===== config.mk =====
export PLATFORM = sky130hd
export DESIGN_NAME = fnd_time_display
export DESIGN_NICKNAME = d
export VERILOG_FILES = /design/src/rtl/fnd_pkg.sv /design/src/rtl/fnd_time_display_bin2bcd_seq.sv /design/src/rtl/fnd_time_display.sv
export SDC_FILE = /design/constraint.sdc
export NUM_CORES = 1
export LEC_CHECK = 0
export CAP_MARGIN = 30
export CORE_AREA = 2 2 104 106
export DETAILED_ROUTE_END_ITERATION = 6
export DIE_AREA = 0 0 106 108
export MAX_ROUTING_LAYER = met4
export PLACE_DENSITY = 0.74
export SYNTH_ARGS = -nofsm -noshare
export SYNTH_HDL_FRONTEND = slang
export SYNTH_SLANG_ARGS = --single-unit

===== constraint.sdc =====
create_clock -name clk -period 4 [get_ports clk]
set_input_delay 0.4 -clock clk [delete_from_list [all_inputs] [get_ports clk]]
set_output_delay 0.4 -clock clk [all_outputs]
set_load 0.02 [all_outputs]

===== src/rtl/fnd_pkg.sv =====
// fnd_pkg: shared types and constants for the 4-digit FND time display.
//   SEG_DIGIT  active-low {g,f,e,d,c,b,a} patterns for BCD 0..9
//   SEG_DASH   pattern for an out-of-range pair (segment g only)
//   SEG_BLANK  full 8-bit blank (dp + segments off)
//   CODE_DASH  4-bit digit-register code that decodes to SEG_DASH
//   digit_idx_t, conv_state_t, seg_of() decode helper
package fnd_pkg;

  localparam logic [6:0] SEG_DIGIT [0:9] = '{
    7'h40, 7'h79, 7'h24, 7'h30, 7'h19,
    7'h12, 7'h02, 7'h78, 7'h00, 7'h10
  };
  localparam logic [6:0] SEG_DASH  = 7'h3F;
  localparam logic [7:0] SEG_BLANK = 8'hFF;
  localparam logic [3:0] CODE_DASH = 4'hA;

  typedef logic [1:0] digit_idx_t;

  typedef enum logic [1:0] {
    LOAD   = 2'd0,
    SHIFT  = 2'd1,
    COMMIT = 2'd2
  } conv_state_t;

  // Digit-register code to 7-segment pattern; any non-BCD code shows a dash.
  function automatic logic [6:0] seg_of(input logic [3:0] code);
    logic [6:0] pat;
    if (code <= 4'd9) begin
      pat = SEG_DIGIT[code];
    end else begin
      pat = SEG_DASH;
    end
    return pat;
  endfunction

endpackage


===== src/rtl/fnd_time_display_bin2bcd_seq.sv =====
// bin2bcd_seq: 8-bit sequential double-dabble converter (two BCD digits).
//   clk, reset_p  clock, async active-high reset
//   start         snapshot value and clear the BCD accumulator
//   shift         perform one add-3/shift step (ignored once 8 steps are done)
//   value         binary input, sampled only on start
//   tens, ones    BCD result after 8 steps (valid only when over=0)
//   over          snapshot was >99; the caller shows a dash instead
//   done          all 8 steps completed since the last start
module bin2bcd_seq
  import fnd_pkg::*;
(
  input  logic       clk,
  input  logic       reset_p,
  input  logic       start,
  input  logic       shift,
  input  logic [7:0] value,
  output logic [3:0] tens,
  output logic [3:0] ones,
  output logic       over,
  output logic       done
);

  logic [7:0]  bin_r;
  logic [7:0]  bcd_r;
  logic [3:0]  cnt_r;
  logic        over_r;
  logic [7:0]  bcd_adj_s;
  logic [15:0] shifted_s;

  // Add 3 to every BCD nibble that is 5 or more, then shift the pair left.
  // Only two nibbles are kept: values >99 are flagged by over and never shown.
  always_comb begin
    bcd_adj_s = bcd_r;
    if (bcd_r[3:0] >= 4'd5) begin
      bcd_adj_s[3:0] = bcd_r[3:0] + 4'd3;
    end else begin
      bcd_adj_s[3:0] = bcd_r[3:0];
    end
    if (bcd_r[7:4] >= 4'd5) begin
      bcd_adj_s[7:4] = bcd_r[7:4] + 4'd3;
    end else begin
      bcd_adj_s[7:4] = bcd_r[7:4];
    end
    shifted_s = {bcd_adj_s, bin_r} << 1;
  end

  // Snapshot on start, one double-dabble step per shift strobe.
  always_ff @(posedge clk or posedge reset_p) begin
    if (reset_p) begin
      bin_r  <= 8'd0;
      bcd_r  <= 8'd0;
      cnt_r  <= 4'd0;
      over_r <= 1'b0;
    end else if (start) begin
      bin_r  <= value;
      bcd_r  <= 8'd0;
      cnt_r  <= 4'd0;
      over_r <= (value > 8'd99);
    end else if (shift && (cnt_r != 4'd8)) begin
      {bcd_r, bin_r} <= shifted_s;
      cnt_r          <= cnt_r + 4'd1;
    end
  end

  assign tens = bcd_r[7:4];
  assign ones = bcd_r[3:0];
  assign over = over_r;
  assign done = (cnt_r == 4'd8);

endmodule


===== src/rtl/fnd_time_display.sv =====
// fnd_time_display: 4-digit multiplexed common-anode 7-segment driver.
//   clk, reset_p  100 MHz clock, async active-high reset
//   hi_val        binary 0..99 for digits 3,2 (>99 shows dashes)
//   lo_val        binary 0..99 for digits 1,0 (>99 shows dashes)
//   blink_en      bit1 blinks the hi pair, bit0 the lo pair
//   alarm_in      flash all digits while high (overrides blink_en)
//   dp_mask       decimal point enable per digit
//   seg_n         active-low {dp,g,f,e,d,c,b,a}, registered
//   com_n         active-low digit enables (bit0 = rightmost), registered
module fnd_time_display
  import fnd_pkg::*;
#(
  parameter int SCAN_DIV  = 100_000,
  parameter int BLINK_DIV = 50_000_000
) (
  input  logic       clk,
  input  logic       reset_p,
  input  logic [7:0] hi_val,
  input  logic [7:0] lo_val,
  input  logic [1:0] blink_en,
  input  logic       alarm_in,
  input  logic [3:0] dp_mask,
  output logic [7:0] seg_n,
  output logic [3:0] com_n
);

  localparam int SCAN_W  = (SCAN_DIV  > 1) ? $clog2(SCAN_DIV)  : 1;
  localparam int BLINK_W = (BLINK_DIV > 1) ? $clog2(BLINK_DIV) : 1;

  conv_state_t        state_r;
  logic [2:0]         shift_cnt_r;
  logic [3:0]         dig_r [0:3];
  logic               start_s, shift_s;
  logic [3:0]         hi_tens_s, hi_ones_s, lo_tens_s, lo_ones_s;
  logic               hi_over_s, lo_over_s, hi_done_s, lo_done_s;

  logic [SCAN_W-1:0]  scan_cnt_r;
  logic [BLINK_W-1:0] blink_cnt_r;
  logic               phase_r;
  logic               active_r;
  digit_idx_t         idx_r;

  logic               scan_wrap_s, active_nxt_s, blank_s, pair_blink_s;
  digit_idx_t         idx_nxt_s;
  logic [7:0]         seg_nxt_s;
  logic [3:0]         com_nxt_s;

  assign start_s = (state_r == LOAD);
  assign shift_s = (state_r == SHIFT);

  bin2bcd_seq u_hi (
    .clk(clk), .reset_p(reset_p), .start(start_s), .shift(shift_s),
    .value(hi_val), .tens(hi_tens_s), .ones(hi_ones_s),
    .over(hi_over_s), .done(hi_done_s)
  );

  bin2bcd_seq u_lo (
    .clk(clk), .reset_p(reset_p), .start(start_s), .shift(shift_s),
    .value(lo_val), .tens(lo_tens_s), .ones(lo_ones_s),
    .over(lo_over_s), .done(lo_done_s)
  );

  // Converter sequencer: LOAD(1) -> SHIFT(8) -> COMMIT(1), 10-cycle period.
  // All four digit registers are written together in COMMIT only.
  always_ff @(posedge clk or posedge reset_p) begin
    if (reset_p) begin
      state_r     <= LOAD;
      shift_cnt_r <= 3'd0;
      for (int i = 0; i < 4; i++) dig_r[i] <= 4'd0;
    end else begin
      case (state_r)
        LOAD: begin
          shift_cnt_r <= 3'd0;
          state_r     <= SHIFT;
        end
        SHIFT: begin
          shift_cnt_r <= shift_cnt_r + 3'd1;
          if (shift_cnt_r == 3'd7) state_r <= COMMIT;
        end
        COMMIT: begin
          if (hi_done_s && lo_done_s) begin
            dig_r[3] <= hi_over_s ? CODE_DASH : hi_tens_s;
            dig_r[2] <= hi_over_s ? CODE_DASH : hi_ones_s;
            dig_r[1] <= lo_over_s ? CODE_DASH : lo_tens_s;
            dig_r[0] <= lo_over_s ? CODE_DASH : lo_ones_s;
          end
          state_r <= LOAD;
        end
        default: state_r <= LOAD;
      endcase
    end
  end

  // Next scan position and the segment/common values it should drive.
  // The first wrap after reset lights digit 0; later wraps advance the index.
  always_comb begin
    scan_wrap_s  = (scan_cnt_r == SCAN_W'(SCAN_DIV - 1));
    active_nxt_s = active_r | scan_wrap_s;
    if (scan_wrap_s && active_r) begin
      idx_nxt_s = idx_r + 2'd1;
    end else begin
      idx_nxt_s = idx_r;
    end
    pair_blink_s = idx_nxt_s[1] ? blink_en[1] : blink_en[0];
    blank_s      = !phase_r && (alarm_in || pair_blink_s);
    if (!active_nxt_s) begin
      seg_nxt_s = SEG_BLANK;
      com_nxt_s = 4'b1111;
    end else begin
      com_nxt_s = ~(4'b0001 << idx_nxt_s);
      if (blank_s) begin
        seg_nxt_s = SEG_BLANK;
      end else begin
        seg_nxt_s = {~dp_mask[idx_nxt_s], seg_of(dig_r[idx_nxt_s])};
      end
    end
  end

  // Scan ring, free-running blink generator and registered pin outputs.
  always_ff @(posedge clk or posedge reset_p) begin
    if (reset_p) begin
      scan_cnt_r  <= '0;
      blink_cnt_r <= '0;
      phase_r     <= 1'b1;
      active_r    <= 1'b0;
      idx_r       <= 2'd0;
      seg_n       <= SEG_BLANK;
      com_n       <= 4'b1111;
    end else begin
      if (scan_wrap_s) begin
        scan_cnt_r <= '0;
      end else begin
        scan_cnt_r <= scan_cnt_r + SCAN_W'(1);
      end
      if (blink_cnt_r == BLINK_W'(BLINK_DIV - 1)) begin
        blink_cnt_r <= '0;
        phase_r     <= ~phase_r;
      end else begin
        blink_cnt_r <= blink_cnt_r + BLINK_W'(1);
      end
      active_r <= active_nxt_s;
      idx_r    <= idx_nxt_s;
      seg_n    <= seg_nxt_s;
      com_n    <= com_nxt_s;
    end
  end

endmodule


==> results.cfg <==
[grt]
globalRouteMet3Util = 0.0506
grt_usage = 0.246
grt_pass1_vias = 4573
busiest_layer = met2
use_met2 = 0.392
grt_pass1_wl_um = 21400
antenna_found_initial = 0
grt_max_degree = 61
grt_overflow_total = 0
use_met1 = 0.305

[status]
status = finished, final reports clean

[synth]
synth_most_common_cell = dfrtp_1
synth_area_leader_cell = dfrtp_1
synth.distinct_cells = 58
synth.top_cell.area_share = 0.454
synthTopCellsByArea = dfrtp_1 (45%), dfstp_2 (5.7%), nor2_1 (4.5%)
seq_area_frac_synth = 0.511
synth_enable_flop_cells = 0
yosys-top-cells-count = dfrtp_1 (109), nor2_1 (72), nand2_1 (70)
dominantRegCellSynth = dfrtp_1
syn_inst = 621
syn-num-nets = 662
post_synth.cell_area_avg_um2 = 9.67
synthArstFlopShare = 1.00
ys_warn_count = 0
syn_area_um2 = 6000
ys_seq_elements = 122

[detailed_routing]
drt_iter0_drc = 260
routed_wl_um = 12200
ant_nets = 0
num_vias = 4629
route.detailed.drc = 0
wire_per_inst_um = 15.1
drt_first_pass_iters = 5
vias_per_cell = 5.74

[worst_setup_path]
timing.critical_path.mode_cell = nand2_1
r2r_cells = 9
ff2ff_setup_slack_ns = 1.28
end_kind = register
cp_cell_sequence = ha_1, and4_1, nand2_1, o21ai_0, o211ai_1, a22oi_2, mux2_1, o22ai_1, nand2_1
required_ns = 4.45
crit_type = reg2reg
rr_endpoint = seg_n[0]
startpoint_type = register
max_stage_delay_ns = 0.41
path_max_fanout = 10
slowest_stage = a22oi_2
worst_ep_arrival_time_ns = 3.17
reg2reg_from = scan_cnt_r[0]

[pwr]
p_leak_nw = 3.07
vdd_drop_max_uv = 326
power_density_nw_per_um2 = 483
power.total_mw = 3.42

[place]
place_area_um2 = 6480
hpwl_um = 7980
routabilityCongestion = 0.866
io_buffers = 36

[timing]
drv_slew = 0
tightest_slew_ns = 0.956
rsz0062_at_grt = false
fin_tns_setup_ns = 0
max-slew-margin-rel = 0.360
fin_hold_ws_ns = 0.378
period_share = 0.679
max_freq_mhz = 368
fin_worst_skew_ns = 0.00619
final_hold_viol_count = 0
finalSetupViolations = 0
fin_crit_ns = 2.72

[floorplan]
die_height_um = 108
fp.dieArea_um2 = 11400
fp.dieW_um = 106
core_um2 = 10200
rows = 37
io_pins = 37
start_util = 0.587

[layout]
n_antenna_cell = 0
syn_to_final_growth_pct = 18.0
fill_cells = 788
nNetsFinal = 698
fin_area_um2 = 7090
drive_gt1_frac = 0.101

[cts]
clock-sinks = 122
clk_pin_slew_ns = 0.06
h-tree-depth = 4
numCtsBuffers = 17
clockBufferDepth = 2
clk_latency_ns = 0.53
cts_resized = 0
post-cts-setup-buffers = 0
clock_tree.root_cell = clkbuf_8
cts.hold.buffers_added = 0
cts_tree = done

[worst_hold_path]
hp-class = in2async

[run]
max_cap_violations = 0
==> kinds of logic after synthesis <==
logic type      Yosys count  share of synthesized area
simple gates            251                      0.208
compound gates          123                      0.125
flops                   122                      0.511
buf+inv                  55                     0.0373
xor+xnor                 45                     0.0669
fa+ha+maj                16                     0.0333
mux                       9                     0.0175
==> sequential cells by signal, indices dropped and copies added (netlist names) <==
name and count:
phase_r 1, u_lo.bcd_r 8, dig_r 16, com_n 4, u_lo.bin_r 8, u_lo.over 1, shift_cnt_r 3, u_hi.over 1
u_lo.cnt_r 4, blink_cnt_r 26, u_hi.bin_r 8, u_hi.bcd_r 8, active_r 1, idx_r 2, state_r 2, scan_cnt_r 17
u_hi.cnt_r 4, seg_n 8
==> cell type report <==
class                      count  area, um2  share of cell area
sequential                   122       3070               0.433
clock inverter                14        178              0.0251
clock buffer                  18        428              0.0604
tap                          136        170              0.0240
inverter                      29        111              0.0157
timing repair buffer          43        413              0.0583
multi-input combinational    444       2720               0.383
==> metrics by stage <==
stage / setup slack, ns / utilization / cells
floorplan: 0.379 / - / 621
global placement: 1.55 / 0.633 / 774
detailed placement: 1.37 / 0.633 / 774
CTS: 1.29 / 0.693 / 806
global route: 0.995 / 0.693 / 806
finish: 1.28 / 0.693 / 806
==> worst max path at each step <==
stage                     depth (start not counted)  slack, ns     startpoint       end
after CTS                                         9       1.29  scan_cnt_r[0]  seg_n[0]
after floorplan                                   1       0.38        reset_p  active_r
after global placement                            9       1.55  scan_cnt_r[0]  seg_n[0]
after detailed placement                          9       1.37  scan_cnt_r[0]  seg_n[0]
after global routing                              9        1.0  scan_cnt_r[0]  seg_n[0]
final                                             9       1.28  scan_cnt_r[0]  seg_n[0]
==> worst max-delay path, delay by kind of cell, from the launching register on <==
kind | cells | cell delay [ns]
AOI/OAI and AO/OA | 4 | 1.02
muxes | 1 | 0.37
DFF | 1 | 0.39
and+or+nand+nor | 3 | 0.61
adders and majority gates | 1 | 0.24
==> layer usage <==
layer  part of all wire  up-vias
li1                   -     2231
met1               0.46     2274
met2               0.48      103
met3              0.041       21
met4              0.023        0
met5                  0        -
==> cell usage in the layout (no fill, tap or decap), types with 21 or more instances in the layout <==
cell | Yosys | final
dfrtp_1 | 109 | 109
nand2_1 | 70 | 70
inv_1 | 28 | 27
o21ai_0 | 45 | 45
nand3_1 | 36 | 36
xnor2_1 | 21 | 21
xor2_1 | 23 | 23
a21oi_1 | 25 | 25
clkdlybuf4s50_1 | 0 | 36
nor2_1 | 72 | 72
==> where the power goes <==
part           internal [mW]  leakage [nW]  switching, mW
clock                   1.02         0.296          0.546
combinational          0.198          1.22          0.231
sequential              1.33          1.55         0.0981
Power figures use the tool's default switching activity.
